### src/rtl/bopit_pkg.sv
// Shared types and constants for the Bop-It round controller.
package bopit_pkg;

    localparam int CMD_W    = 2;
    localparam int SCORE_W  = 8;
    localparam int NUM_CMDS = 4;
    localparam int RND_W    = 5;

    typedef enum logic [2:0] {
        IDLE,
        PICK,
        WAIT,
        HIT,
        OVER
    } state_t;

    // Take the random candidate, but never repeat the previous command
    // once the game has scored at least one round.
    function automatic logic [CMD_W-1:0] next_cmd(
        input logic [CMD_W-1:0] cand,
        input logic [CMD_W-1:0] prev,
        input logic             first_round
    );
        if (!first_round && (cand == prev)) begin
            return cand + CMD_W'(1);
        end
        return cand;
    endfunction

endpackage

### src/rtl/bopit_window_timer.sv
// Response-window countdown: loaded when a command is issued, decremented
// on each qualified tick, flags expiry on the tick that would pass 1.
module bopit_window_timer #(
    parameter int W = 4
) (
    input  logic         clk,
    input  logic         rst,
    input  logic         load_i,
    input  logic [W-1:0] load_val_i,
    input  logic         tick_i,
    output logic         expire_o
);

    logic [W-1:0] count_q;

    // Countdown register: load has priority over a tick.
    always_ff @(posedge clk or posedge rst) begin
        // NOTE: sequential state uses non-blocking assignments so every
        // register samples the pre-edge values of its inputs.
        if (rst) begin
            count_q <= '0;
        end else if (load_i) begin
            count_q <= load_val_i;
        end else if (tick_i && (count_q != '0)) begin
            count_q <= count_q - W'(1);
        end
    end

    assign expire_o = tick_i && (count_q == W'(1));

endmodule

### src/rtl/bopit_round_ctrl.sv
// Round controller for a Bop-It style game: issues commands, times the
// player's response, scores hits and shrinks the window as levels rise.
module bopit_round_ctrl
    import bopit_pkg::*;
#(
    parameter int INIT_WINDOW = 8,
    parameter int MIN_WINDOW  = 2,
    parameter int LEVEL_STEP  = 4
) (
    input  logic                clk,
    input  logic                rst,
    input  logic                start,
    input  logic                tick,
    input  logic [RND_W-1:0]    rnd,
    input  logic [NUM_CMDS-1:0] btn,
    output logic [CMD_W-1:0]    cmd,
    output logic                cmd_valid,
    output logic [SCORE_W-1:0]  score,
    output logic                game_over
);

    localparam int WIN_W = $clog2(INIT_WINDOW + 1);

    state_t              state_q;
    logic [CMD_W-1:0]    cmd_q;
    logic                cmd_valid_q;
    logic [SCORE_W-1:0]  score_q;
    logic                game_over_q;
    logic [WIN_W-1:0]    window_q;

    logic [SCORE_W-1:0]  score_d;
    logic [WIN_W-1:0]    window_d;
    logic [NUM_CMDS-1:0] cmd_onehot;
    logic                press;
    logic                press_ok;
    logic                timer_load;
    logic                timer_tick;
    logic                timer_expire;

    // Only the low bits select a command; the rest of the LFSR is unused.
    logic                unused_rnd;
    assign unused_rnd = ^rnd[RND_W-1:CMD_W];

    assign cmd_onehot = NUM_CMDS'(1) << cmd_q;
    assign press      = |btn;
    assign press_ok   = (btn == cmd_onehot);
    assign score_d    = (score_q == '1) ? score_q : score_q + SCORE_W'(1);

    // A press in the same cycle as a tick wins, so the tick is dropped.
    assign timer_load = (state_q == PICK);
    assign timer_tick = (state_q == WAIT) && tick && !press;

    // Window after a hit: shrink by one at each level boundary down to the floor.
    always_comb begin
        // NOTE: assign a default first so no path leaves the output unassigned
        // and a latch is never inferred.
        window_d = window_q;
        if ((score_d != '0) && ((int'(score_d) % LEVEL_STEP) == 0) &&
            (window_q > WIN_W'(MIN_WINDOW))) begin
            window_d = window_q - WIN_W'(1);
        end
    end

    bopit_window_timer #(
        .W (WIN_W)
    ) u_timer (
        .clk        (clk),
        .rst        (rst),
        .load_i     (timer_load),
        .load_val_i (window_q),
        .tick_i     (timer_tick),
        .expire_o   (timer_expire)
    );

    // Game FSM with all outputs registered alongside the state.
    always_ff @(posedge clk or posedge rst) begin
        if (rst) begin
            state_q     <= IDLE;
            cmd_q       <= '0;
            cmd_valid_q <= 1'b0;
            score_q     <= '0;
            game_over_q <= 1'b0;
            window_q    <= WIN_W'(INIT_WINDOW);
        end else begin
            case (state_q)
                IDLE, OVER: begin
                    if (start) begin
                        score_q     <= '0;
                        window_q    <= WIN_W'(INIT_WINDOW);
                        game_over_q <= 1'b0;
                        state_q     <= PICK;
                    end
                end
                PICK: begin
                    cmd_q       <= next_cmd(rnd[CMD_W-1:0], cmd_q, score_q == '0);
                    cmd_valid_q <= 1'b1;
                    state_q     <= WAIT;
                end
                WAIT: begin
                    if (press) begin
                        cmd_valid_q <= 1'b0;
                        if (press_ok) begin
                            score_q  <= score_d;
                            window_q <= window_d;
                            state_q  <= HIT;
                        end else begin
                            game_over_q <= 1'b1;
                            state_q     <= OVER;
                        end
                    end else if (timer_expire) begin
                        cmd_valid_q <= 1'b0;
                        game_over_q <= 1'b1;
                        state_q     <= OVER;
                    end
                end
                HIT: begin
                    state_q <= PICK;
                end
                default: begin
                    state_q <= IDLE;
                end
            endcase
        end
    end

    assign cmd       = cmd_q;
    assign cmd_valid = cmd_valid_q;
    assign score     = score_q;
    assign game_over = game_over_q;

endmodule

### config.mk
export PLATFORM = sky130hd
export DESIGN_NAME = bopit_round_ctrl
export DESIGN_NICKNAME = d
export VERILOG_FILES = /design/src/rtl/bopit_pkg.sv /design/src/rtl/bopit_window_timer.sv /design/src/rtl/bopit_round_ctrl.sv
export SDC_FILE = /design/constraint.sdc
export NUM_CORES = 1
export LEC_CHECK = 0
export BUFFER_PORTS_ARGS = -buffer_cell sky130_fd_sc_hd__buf_2
export CAP_MARGIN = 20
export CORE_UTILIZATION = 36
export CTS_BUF_LIST = sky130_fd_sc_hd__clkbuf_2 sky130_fd_sc_hd__clkbuf_4 sky130_fd_sc_hd__clkbuf_8
export DETAILED_ROUTE_END_ITERATION = 10
export PLACE_DENSITY = 0.68
export SYNTH_ARGS = -nofsm -noshare
export SYNTH_HDL_FRONTEND = slang
export SYNTH_HIERARCHICAL = 1
export SYNTH_SLANG_ARGS = --single-unit
### constraint.sdc
create_clock -name clk -period 2.4 [get_ports clk]
set_clock_uncertainty 0.15 [all_clocks]
set_input_delay 0.48 -clock clk [delete_from_list [all_inputs] [get_ports clk]]
set_output_delay 0.48 -clock clk [all_outputs]
set_load 0.02 [all_outputs]
Word level (Yosys, flattened, before mapping)
Cells that the tools add are included.

storage, ports and cells
  output and inout port bits = 12
  bits in registers = 23
  bits of input ports = 13

cells by class
  reductions and logical operators = 24
  magnitude comparators = 1
  equal/unequal tests = 14
  $add $sub $neg = 4
  muxes and demuxes = 29
  shifts and indexed selects = 1

operator list
  kind                                                            number
  logical NOT 32 bit                                              1
  2-to-1 mux 8 bit                                                4
  2-to-1 mux 4 bit                                                6
  one-hot mux 8 bit (2 select lines)                              1
  2-to-1 mux 3 bit                                                4
  one-hot mux 3 bit (4 select lines)                              1
  adder 8 x 1 -> 8 bit (second input constant)                    1
  equality test 8 bit (second input constant)                     1
  logical NOT 8 bit                                               1
  2-to-1 mux 1 bit                                                8
  one-hot mux 4 bit (2 select lines)                              1
  AND reduction 4 bit                                             2
  nonzero test 8 bit                                              1
  subtractor 4 x 1 -> 4 bit (second input constant)               2
  logical AND 1 bit                                               7
  equality test 3 x 2 -> 1 bit (second input constant)            2
  != test 2 bit (second input constant)                           3
  != test 3 bit (second input constant)                           2
  nonzero test 2 bit                                              3
  AND reduction 5 bit                                             1
  equality test 4 x 1 -> 1 bit (second input constant)            1
  equality test 4 bit                                             1
  greater-than comparator 4 x 2 -> 1 bit (second input constant)  1
  2-to-1 mux 2 bit                                                2
  other kinds (13)                                                16

Depth between registers and ports, before layout
Gate-level depths: netlist of run 1.

  depth in word-level cells = 9
  mapped depth = 9
  depth with buffers taken out = 8

Hierarchy
The synthesis of run 1 kept the hierarchy.

modules (own cells, without submodules)
  module              seq. area each (µm²)  times used  cells an instance  area each (µm²)
  bopit_round_ctrl    476.7                 1           143                1217.4
  bopit_window_timer  100.1                 1           31                 289.0

Least setup slack after synthesis of run 1
OpenSTA, ideal clock, no wires.

  path kind = flip-flop to flip-flop
  from = register state_q[2]
  to = register state_q[2]
  period minus slack after synthesis = 2.411 ns
  data required time = 2.173 ns
  path buffers = 1
  arrival time = 2.184 ns
  path slack = -0.011 ns
  stages on the path, launching flop included = 10
  cells stage by stage = dfrtp_1 -> nand2b_1 -> or2_2 -> clkbuf_1 -> nor3_1 -> nand2_1 -> nor3_1 -> nor2_1 -> or3_1 -> a21oi_1

on the way
  word-level cells in the longest chain between the ends = 6
  elaborated cells on any way between the ends = 13
  those cells by class = eq/ne (6); mux (1); reduce/logical (6)

ends and longest elaborated chain
  what                                  line                      source
  start: declaration                    bopit_round_ctrl.sv:24    state_t state_q;
  start signal: assignment              bopit_round_ctrl.sv:78    state_q <= IDLE;
  start signal: assignment              bopit_round_ctrl.sv:91    state_q <= PICK;
  start signal: assignment              bopit_round_ctrl.sv:97    state_q <= WAIT;
  equality test 3 x 2 -> 1 bit          bopit_round_ctrl.sv:51    assign timer_tick = (state_q == WAIT) && tick && !press;
  logical AND 1 bit (2 in series)       bopit_round_ctrl.sv:51
  net timer_tick                        bopit_round_ctrl.sv:37    logic timer_tick;
  logical AND 1 bit                     bopit_window_timer.sv:29  assign expire_o = tick_i && (count_q == W'(1));
  net timer_expire                      bopit_round_ctrl.sv:38    logic timer_expire;
  != test 3 bit (no source line)        -
  AND reduction 2 bit (no source line)  -

The timed path passes the listed nets, and every way through them passes these cells.
A chain may end at the register's enable or synchronous reset.

Final worst setup path of run 1
  from = register score_q[1] (netlist: score[1])
  to = register window_q[2]

on the way
  word-level cells in the longest chain between the ends = 7
  elaborated cells on any way between the ends = 9
  those cells by class = add/sub (1); eq/ne (2); mux (1); reduce/logical (5)

ends and longest elaborated chain
  what                                                                line                     source
  start: declaration                                                  bopit_round_ctrl.sv:27   logic [SCORE_W-1:0] score_q;
  start signal: assignment                                            bopit_round_ctrl.sv:103  score_q <= score_d;
  adder 8 x 1 -> 8 bit / equality test 8 bit (equally long branches)  bopit_round_ctrl.sv:47   assign score_d = (score_q == '1) ? score_q : score_q + SCORE_W'(1);
  2-to-1 mux 8 bit *                                                  bopit_round_ctrl.sv:47
  logical NOT 32 bit / nonzero test 8 bit (equally long branches)     bopit_round_ctrl.sv:58   if ((score_d != '0) && ((int'(score_d) % LEVEL_STEP) == 0) &&
  logical AND 1 bit * (2 in series)                                   bopit_round_ctrl.sv:58
  != test 2 x 1 -> 1 bit (no source line) *                           -
  AND reduction 5 bit (no source line) *                              -
  end signal: assignment                                              bopit_round_ctrl.sv:83   window_q <= WIN_W'(INIT_WINDOW);
  end signal: assignment                                              bopit_round_ctrl.sv:89   window_q <= WIN_W'(INIT_WINDOW);
  end signal: assignment                                              bopit_round_ctrl.sv:104  window_q <= window_d;
  end: declaration                                                    bopit_round_ctrl.sv:29   logic [WIN_W-1:0] window_q;

Every way passes the cells marked *; elsewhere a longest branch is shown, timed or not.

==> metrics.txt, run 1 <==
status finished, final reports clean; buffer type at the clock tree root clkbuf_8; number of input and output port buffers inserted 21; Initial DRT Pass Iterations 4; critical path arrival 2.16 ns; number of antenna violations at the first check in global routing 0; total number of vias 1,335; minimum clock period after layout 2.15 ns; # nets final 220; critical path startpoint score[1]; flip-flop and latch count after synthesis 23; capturing element type of the critical path flop; sequential fraction of design power 41.3%; synthesized area 1510 sq um; DP Worst Slack 0.231 ns; yosys synthesis warning count 6; diode insertion count for antenna repair 0; number of maximum-capacitance constraint violations 0; FFs w/ async S/R, synth 100%; library cell occupying the most area in the post-synthesis netlist dfrtp_1; data required time at the worst endpoint 2.41 ns; final non-filler cell area 1760 sq um; summed negative setup slack over all endpoints 0 ns; count of flip-flops with a built-in enable after synthesis 0; portion of the clock cycle consumed by the worst path in the final layout 89.6%; post-synthesis instance total 174; leading cell types by total area after synthesis dfrtp_1 (37%), nand2_1 (5.2%), ha_1 (5.0%); start point of the worst hold path start; number of global-route vias before repair 1,247; Setup-failing EPs final 0; kind of start point of the critical path flop; total gr overflow 0; final hold violations 0; clock-pin slew of the registers on the worst-case setup and hold paths 0.08 ns; dpl cell area 1700 sq um; WL/cell 13.6 microns; minimum setup slack in the final design 0.250 ns; IR Drop Worst-Case VDD 0.000205 V; logic depth of the worst register-to-register path 6; total I/O pin count 25; combinational share of power 39.2%; distinct cell type count after synthesis 54; Core ar. 4000 sq um; per-instance average area after synthesis 8.66 sq um; die boundary height 66.7 microns; buffer depth of the longest clock path 2; path category of the worst min-delay check input pin to flop; effective utilization at floorplan 37.7%; total routing resource utilization after global routing 17.1%; syn nets 193; slowest CP cell dfrtp_1; most common library cells after synthesis dfrtp_1 (22), nand2_1 (21), nor2_1 (18); cts bufs inserted 3; Int Power 0.802 mW; number of inserted filler cells in the final layout 417; site row count 23; cell type group with the largest total delay on the critical path compound AO/OA/AOI/OAI gates; Die ar. 4450 sq um; critical setup path kind flop to flop; largest stage delay on the critical path 0.44 ns; achievable clock frequency 0.465 GHz; die width 66.7 microns; Starting DRT DRC Count 85; fraction of post-synthesis cell area in the top cell type by area 36.5%; most common cell in the netlist dfrtp_1; R2R Path Start score[1]; DPL Wire Length 2460 microns; maximum net fanout on the critical path 6; end point of the critical path window_q[2]; sequential element share of the synthesized area 38.3%; antenna-violating nets left 0; first-pass GRT wire length 5790 microns; static leakage 0.844 nW; residual DRC count 0; Final Max Slew Viols 0; switching fraction of total power 39.3%; deepest level of the CTS H-tree 1; clk_lat worst skew 0.27 ns; Util after Layout 43.9%; internal reg-to-reg setup slack 0.25 ns; number of clock sinks 23; pin count of the biggest net entering global routing 20; combined area of the multi-input logic cells 867 sq um; part of the total power dissipated in the clock network 19.6%; PwrDens 752 nW/um^2; CTS tree yes; RSZ-0062 raised after global routing no; Sequential Area 577 sq um; Crit Reg-Reg Endpoint window_q[2]; Critical path buffers and inverters 0; area growth from synthesis to layout 16.6%; cell-by-cell trace of the critical path ha_1 -> and3_1 -> a311o_1 -> a21boi_0 -> a31o_2 -> nand3_1; Vias/cell 5.34; Max transition margin 48.8%; reported net switching power 0.519 mW; actual slew at the worst max-slew pin 0.766 ns; final weighted congestion in routability-driven placement 0.814; total length of routed wires 3400 microns; number of post-CTS setup repair buffers 0; fraction of final layout cells sized beyond drive strength 1 22.0%; flip-flop cell with the highest count after synthesis dfrtp_1; total number of cells along the worst setup path 6
[tightest hold or removal path, cell delays in order]
cell	delay (ns)
buf_2	0.09
nor2_1	0.04
nand2_1	0.05
a21oi_1	0.05
[worst min-delay path by stage]
stage | to | slack, ns | depth (start not counted)
after CTS | state_q[2] | 0.33 | 4
after global placement | u_timer/count_q[0] | 0.23 | 2
after floorplan | u_timer/count_q[0] | 0.1 | 1
after detailed placement | u_timer/count_q[2] | 0.23 | 2
final | state_q[2] | 0.33 | 4
after global routing | state_q[2] | 0.36 | 4
[metal layers]
| metal | vias up | global-route usage (%) | share of wire [%] | wire [microns] |
|---|---|---|---|---|
| met5 | - | 0 | 0 | 0 |
| met4 | 0 | 7.71 | 1.4 | 46 |
| met3 | 5 | 2.05 | 2.4 | 81 |
| met2 | 19 | 26.9 | 46 | 1570 |
| met1 | 625 | 23.2 | 50 | 1700 |
| li1 | 686 | - | - | - |
[kinds of logic (layout without fill, tap and decap cells)]
kind of cell               count (synthesis)  after routing  synth area share (%)
and+or+nand+nor                           85             85                  31.3
xor gates and xnor gates                   3              3                  1.74
DFF                                       23             23                  38.3
muxes                                      3              3                  2.08
buffers and inverters                     17             43                  4.49
adders and majority gates                  6              6                  4.98
AOI/OAI and AO/OA                         37             37                  17.1
[layout make-up]
class	count	area share, %
multi-input combinational	134	49.4
inverter	11	2.35
timing repair buffer	28	9.12
sequential	23	32.8
clock buffer	4	2.78
tap	50	3.56
[through the flow]
| step | std cells | total power, mW | hold WS, ns |
|---|---|---|---|
| 5_1_grt | 250 | 1.43 | 0.358 |
| 6_report | 250 | 1.32 | 0.335 |
| 3_3_place_gp | 245 | 1.06 | 0.235 |
| 3_5_place_dp | 245 | 1.07 | 0.232 |
| 2_1_floorplan | 174 | 0.930 | 0.0961 |
| 4_1_cts | 250 | 1.33 | 0.327 |
[layout by cell type, fill, tap and decap left out, drive strengths merged, types with 3 or more instances in the layout]
master	Yosys	final
buf	1	27
dfrtp	22	22
nand2	21	21
nor2	18	18
inv	11	11
o21ai	9	9
a21oi	8	8
nor3	8	8
nand3	6	6
ha	6	6
nand4	5	5
and3	5	5
nor3b	4	4
clkbuf	5	4
a311o	3	3
and4b	3	3
[power groups by stage]
stage / combinational (mW) / clock, mW / sequential (mW)
4_1_cts: 0.517 / 0.271 / 0.545
5_1_grt: 0.588 / 0.282 / 0.561
3_5_place_dp: 0.514 / 0 / 0.552
3_3_place_gp: 0.507 / 0 / 0.551
2_1_floorplan: 0.351 / 0 / 0.580
6_report: 0.517 / 0.259 / 0.545
[sequential cells by signal, summed over array words and instances (netlist names)]
name	count
cmd	2
game_over	1
cmd_valid	1
u_timer/count_q	4
window_q	4
state_q	3
score	8
[timing repair]
item	in CTS	in global routing
gates resized for setup	0	0
hold buffers	1	0
endpoints found under the hold margin	4	0
Note: power is estimated with default switching activity, not from simulation.
==> run 2: changes to the inputs <==
Settings changed: CAP_MARGIN 20 to not set, CORE_ASPECT_RATIO set to 1.25.
==> run 2 against run 1 <==
  * First-iteration DRC count is 55% lower
  * Core utilization rose by 1.3 points
  * Flip-flop and latch count unchanged
  * Global-route usage is 0.11 points lower
  * Sequential share of layout area hardly changed
  * Die area hardly changed
  * Non-clock buffer count decreased by 1
  * Combinational power shrank 2%
  * Hold slack better by 0.0026 ns
  * Cell count increased by 1.2%
  * Worst setup slack lost 0.048 ns
  * Critical path type unchanged
  * Largest cell class unchanged
==> metrics.txt, run 2 (synthesis gave the netlist of run 1 again) <==
pin count of the biggest net entering global routing 20 (unchanged); total number of cells along the worst setup path 8 (+2); Worst Hold Slack 0.337 ns (+0.00256 ns); IR Drop Worst-Case VDD 0.000330 V (+61%); part of the total power dissipated in the clock network 19.4% (-0.2 points); residual DRC count 0 (unchanged); clock-pin slew of the registers on the worst-case setup and hold paths 0.09 ns (about the same); RSZ-0062 raised after global routing no; critical setup path kind flop to flop; site row count 25 (+8.7%); top library cells by usage in the layout, fill and taps aside dfrtp_1 (22), nand2_1 (21), buf_2 (21); capturing element type of the critical path flop; summed negative setup slack over all endpoints 0 ns (unchanged); sequential fraction of design power 41.8% (+0.5 points); area growth from synthesis to layout 16.4%; WL/cell 13.2 microns (-2.8%); Max transition margin 48.6% (-0.30 points); # nets final 219 (-0.45%); diode insertion count for antenna repair 0 (unchanged); critical path arrival 2.24 ns (+0.08 ns); cell-by-cell trace of the critical path nand2b_1 -> or2_2 -> nor3_2 -> nand2_1 -> nor3_1 -> nor2_1 -> or3_1 -> a21oi_1; antenna-violating nets left 0 (unchanged); start point of the worst hold path game_over; die boundary height 74.3 microns (+11%); number of antenna violations at the first check in global routing 0 (unchanged); number of input and output port buffers inserted 21 (unchanged); achievable clock frequency 0.455 GHz (-2.2%); most common cell after layout, fill and taps aside dfrtp_1; cell type group with the largest total delay on the critical path simple AND/OR/NAND/NOR gates; number of flip-flops under the largest register name 8 (unchanged); path category of the worst min-delay check flop to flop; number of inserted filler cells in the final layout 399 (-4.3%); number of global-route vias before repair 1,287 (+3.2%); actual slew at the worst max-slew pin 0.771 ns (+0.00444 ns); effective utilization at floorplan 38.8% (+1.2 points); Critical path buffers and inverters 0 (unchanged); total length of routed wires 3340 microns (-1.7%); switching fraction of total power 39.0% (-0.26 points); Hold Crit Depth 1 (-3); combinational share of power 38.8% (-0.4 points); R2R Path Start state_q[2]; PwrDens 742 nW/um^2 (-1.4%); total gr overflow 0 (unchanged); logic depth of the worst register-to-register path 8 (+2); final weighted congestion in routability-driven placement 0.790 (-3.0%); CTS tree yes; fraction of final layout cells sized beyond drive strength 1 21.6% (-0.39 points); clk_lat worst skew 0.27 ns (about the same); final hold violations 0 (unchanged); Core ar. 3880 sq um (-3.0%); status finished, final reports clean; Int Power 0.793 mW (-1.1%); Initial DRT Pass Iterations 4 (unchanged); data required time at the worst endpoint 2.45 ns (+0.04 ns); post_cts resized 0 (unchanged); Final Max Slew Viols 0 (unchanged); cts bufs inserted 3 (unchanged); number of maximum-capacitance constraint violations 0 (unchanged); total I/O pin count 25 (unchanged); die width 59.9 microns (-10%); minimum setup slack in the final design 0.202 ns (-0.0478 ns); deepest level of the CTS H-tree 1 (unchanged); minimum clock period after layout 2.20 ns (+0.0478 ns); number of clock sinks 23 (unchanged); buffer type at the clock tree root clkbuf_8; total number of vias 1,343 (+0.60%); reported net switching power 0.508 mW (-2.2%); kind of start point of the critical path flop; Starting DRT DRC Count 38 (-55%); largest stage delay on the critical path 0.40 ns (-0.04 ns); DP Worst Slack 0.225 ns (-0.00625 ns); static leakage 0.839 nW (-0.51%); Die ar. 4450 sq um (about the same); DPL Wire Length 2460 microns (-0.13%); portion of the clock cycle consumed by the worst path in the final layout 91.6% (+2.0 points); buffer depth of the longest clock path 2 (unchanged); Setup-failing EPs final 0 (unchanged); maximum net fanout on the critical path 11 (+5); total routing resource utilization after global routing 17.0% (-0.11 points); post-route total power 1.30 mW (-1.5%); critical path startpoint state_q[2]; slowest CP cell or2_2; Vias/cell 5.31 (-0.59%); first-pass GRT wire length 5730 microns (-0.97%)
run 2: worst paths after layout:
| kind | slack (ns) | end |
|---|---|---|
| setup reg to reg | 0.20 | state_q[2] |
| setup / recovery | 0.20 | state_q[2] |
| min in group asynchronous | 0.50 | u_timer/count_q[3] |
| hold reg to reg | 0.34 | game_over |
| hold / removal | 0.34 | game_over |
| max in group asynchronous | 0.85 | window_q[0] |
run 2: layout make-up:
type / instances / area (sq um) / share of cell area (%)
clock buffer: 4 / 48.8 / 2.78
timing repair buffer: 27 / 153 / 8.70
sequential: 23 / 577 / 32.9
inverter: 11 / 41.3 / 2.35
tap: 54 / 67.6 / 3.85
multi-input combinational: 134 / 867 / 49.4
run 2: power by group through the flow:
stage / clock [mW] / combinational [mW] / sequential [mW]
2_1_floorplan: 0 / 0.351 / 0.580
3_3_place_gp: 0 / 0.496 / 0.549
3_5_place_dp: 0 / 0.502 / 0.552
4_1_cts: 0.260 / 0.507 / 0.545
5_1_grt: 0.273 / 0.571 / 0.556
6_report: 0.252 / 0.505 / 0.544
run 2: metal layers:
layer	up-vias	GRT usage [%]	routed length, microns
met5	-	0	0
met4	0	7.24	70
met3	6	1.57	74
met2	19	29.1	1640
met1	632	21.6	1550
li1	686	-	-
run 2: through the flow:
stage	cell area (sq um)	cells	util, %
after floorplan	1510	174	-
after global placement	1700	248	43.7
after detailed placement	1700	248	43.7
after CTS	1750	253	45.2
after global routing	1750	253	45.2
final	1750	253	45.2
run 2: repair_timing:
item,CTS,global route
buffers inserted,0,0
hold buffers,1,0
hold endpoints to repair,4,0
==> run 3: changes to the inputs <==
Settings changed: CORE_MARGIN set to 3, PLACE_DENSITY 0.68 to not set, PLACE_DENSITY_LB_ADDON set to 0.25.
==> run 3 against run 2 <==
  * Via count increased by 3.8%
  * Core utilization about the same
  * Routed wire length increased by 2.5%
  * Flip-flop and latch count unchanged
  * Register-to-register slack improved by 0.08 ns
  * Cell count increased by 0.79%
  * Critical path depth decreased by 2
  * Combinational power increased by 2%
  * Critical path type unchanged
==> metrics.txt, run 3 (synthesis gave the netlist of run 1 again) <==
data required time at the worst endpoint 2.40 ns (-0.05 ns); RSZ-0062 raised after global routing no; status finished, final reports clean; actual slew at the worst max-slew pin 0.753 ns (-0.0183 ns); Initial DRT Pass Iterations 4 (unchanged); Max transition margin 49.8% (+1.2 points); site row count 25 (unchanged); kind of start point of the critical path flop; total length of routed wires 3420 microns (+2.5%); buffer type at the clock tree root clkbuf_8; antenna-violating nets left 0 (unchanged); Setup-failing EPs final 0 (unchanged); total number of vias 1,394 (+3.8%); die width 63.9 microns (+6.7%); Starting DRT DRC Count 53 (+39%); number of antenna violations at the first check in global routing 0 (unchanged); diode insertion count for antenna repair 0 (unchanged); cts bufs inserted 3 (unchanged); Vias/cell 5.47 (+3.0%); number of input and output port buffers inserted 21 (unchanged); critical path arrival 2.12 ns (-0.12 ns); # nets final 221 (+0.91%); CTS tree yes; clock-pin slew of the registers on the worst-case setup and hold paths 0.08 ns (about the same); clk_lat worst skew 0.26 ns (about the same); post_cts resized 0 (unchanged); Util after Layout 45.2% (about the same); Die ar. 5000 sq um (+12%); capturing element type of the critical path flop; deepest level of the CTS H-tree 1 (unchanged); number of post-CTS setup repair buffers 0 (unchanged); residual DRC count 0 (unchanged); IR Drop Worst-Case VDD 0.000243 V (-26%); top library cells by usage in the layout, fill and taps aside dfrtp_1 (22), nand2_1 (21), buf_2 (21); Core ar. 3910 sq um (+0.81%); summed negative setup slack over all endpoints 0 ns (unchanged); critical setup path kind flop to flop; effective utilization at floorplan 38.5% (-0.31 points); pin count of the biggest net entering global routing 20 (unchanged); maximum net fanout on the critical path 6 (-5); portion of the clock cycle consumed by the worst path in the final layout 88.3% (-3.3 points); PwrDens 737 nW/um^2 (-0.68%); path category of the worst min-delay check input pin to flop; most common cell after layout, fill and taps aside dfrtp_1; achievable clock frequency 0.472 GHz (+3.7%); total routing resource utilization after global routing 14.6% (-2.4 points); final weighted congestion in routability-driven placement 0.840 (+6.4%); Layout Cells excl Fill 255 (+0.79%); first-pass GRT wire length 6000 microns (+4.7%); number of clock sinks 23 (unchanged); internal reg-to-reg setup slack 0.28 ns (+0.08 ns); Final Max Slew Viols 0 (unchanged); number of global-route vias before repair 1,352 (+5.1%); WL/cell 13.4 microns (+1.7%); fraction of final layout cells sized beyond drive strength 1 22.4% (+0.78 points); area growth from synthesis to layout 17.3%; minimum clock period after layout 2.12 ns (-0.0782 ns); number of maximum-capacitance constraint violations 0 (unchanged); die boundary height 78.3 microns (+5.4%); buffer depth of the longest clock path 2 (unchanged); total I/O pin count 25 (unchanged); number of flip-flops under the largest register name 8 (unchanged); DPL Wire Length 2640 microns (+7.5%); final hold violations 0 (unchanged); placed insts 250 (+0.81%); total gr overflow 0 (unchanged); static leakage 0.849 nW (+1.1%)
-- run 3: cell count changes in the layout (fill, tap and decap cells not counted), sizes merged --
cell / before / now
buf: 26 / 28
clkinv: 0 / 1
clkbuf: 4 / 3
-- run 3: stage by stage --
step	setup slack [ns]	total power, mW	hold slack [ns]	instance area (sq um)
after CTS	0.283	1.32	0.340	1770
final	0.280	1.30	0.341	1770
after floorplan	0.140	0.930	0.0961	1510
after global placement	0.310	1.05	0.228	1710
after global routing	0.0960	1.41	0.362	1770
after detailed placement	0.269	1.07	0.232	1710
-- run 3: final timing paths --
kind	start	to	cells after the start
worst max register to register	score[1]	window_q[2]	6
max in group asynchronous	rst	cmd_valid	3
min in group asynchronous	rst	u_timer/count_q[0]	3
worst min register to register	game_over	game_over	1
worst min-delay path	start	state_q[2]	4
worst max-delay path	score[1]	window_q[2]	6
-- run 3: worst max-delay path, cell delays in order (launching register included) --
cell      delay [ns]
dfrtp_1         0.44
ha_1            0.27
and3_1          0.27
a311o_1         0.40
a21boi_0        0.23
a31o_2          0.19
nand3_1         0.07
-- run 3: repair_timing --
| action | in CTS | in global routing |
|---|---|---|
| setup endpoints to repair | 0 | 0 |
| hold buffers | 1 | 0 |
| endpoints found under the hold margin | 4 | 0 |
-- run 3: layout make-up --
type                       count  area [sq um]
fill                         394          2140
multi-input combinational    134           867
sequential                    23           577
timing repair buffer          29           168
tap                           54          67.6
clock buffer                   3          41.3
inverter                      11          41.3
clock inverter                 1          5.00
-- run 3: power breakdown --
group / total [mW] / switching, mW / internal (mW) / leakage (nW)
sequential: 0.545 / 0.0823 / 0.463 / 0.304
clock: 0.241 / 0.125 / 0.116 / 0.0255
combinational: 0.515 / 0.306 / 0.209 / 0.519
-- run 3: per-layer routing --
metal	GRT usage, %	wire (microns)	vias to the layer above
met1	18.7	1570	670
met5	0	0	-
met4	5.18	41	0
met3	2.29	139	5
met2	24.7	1680	29
li1	-	-	690
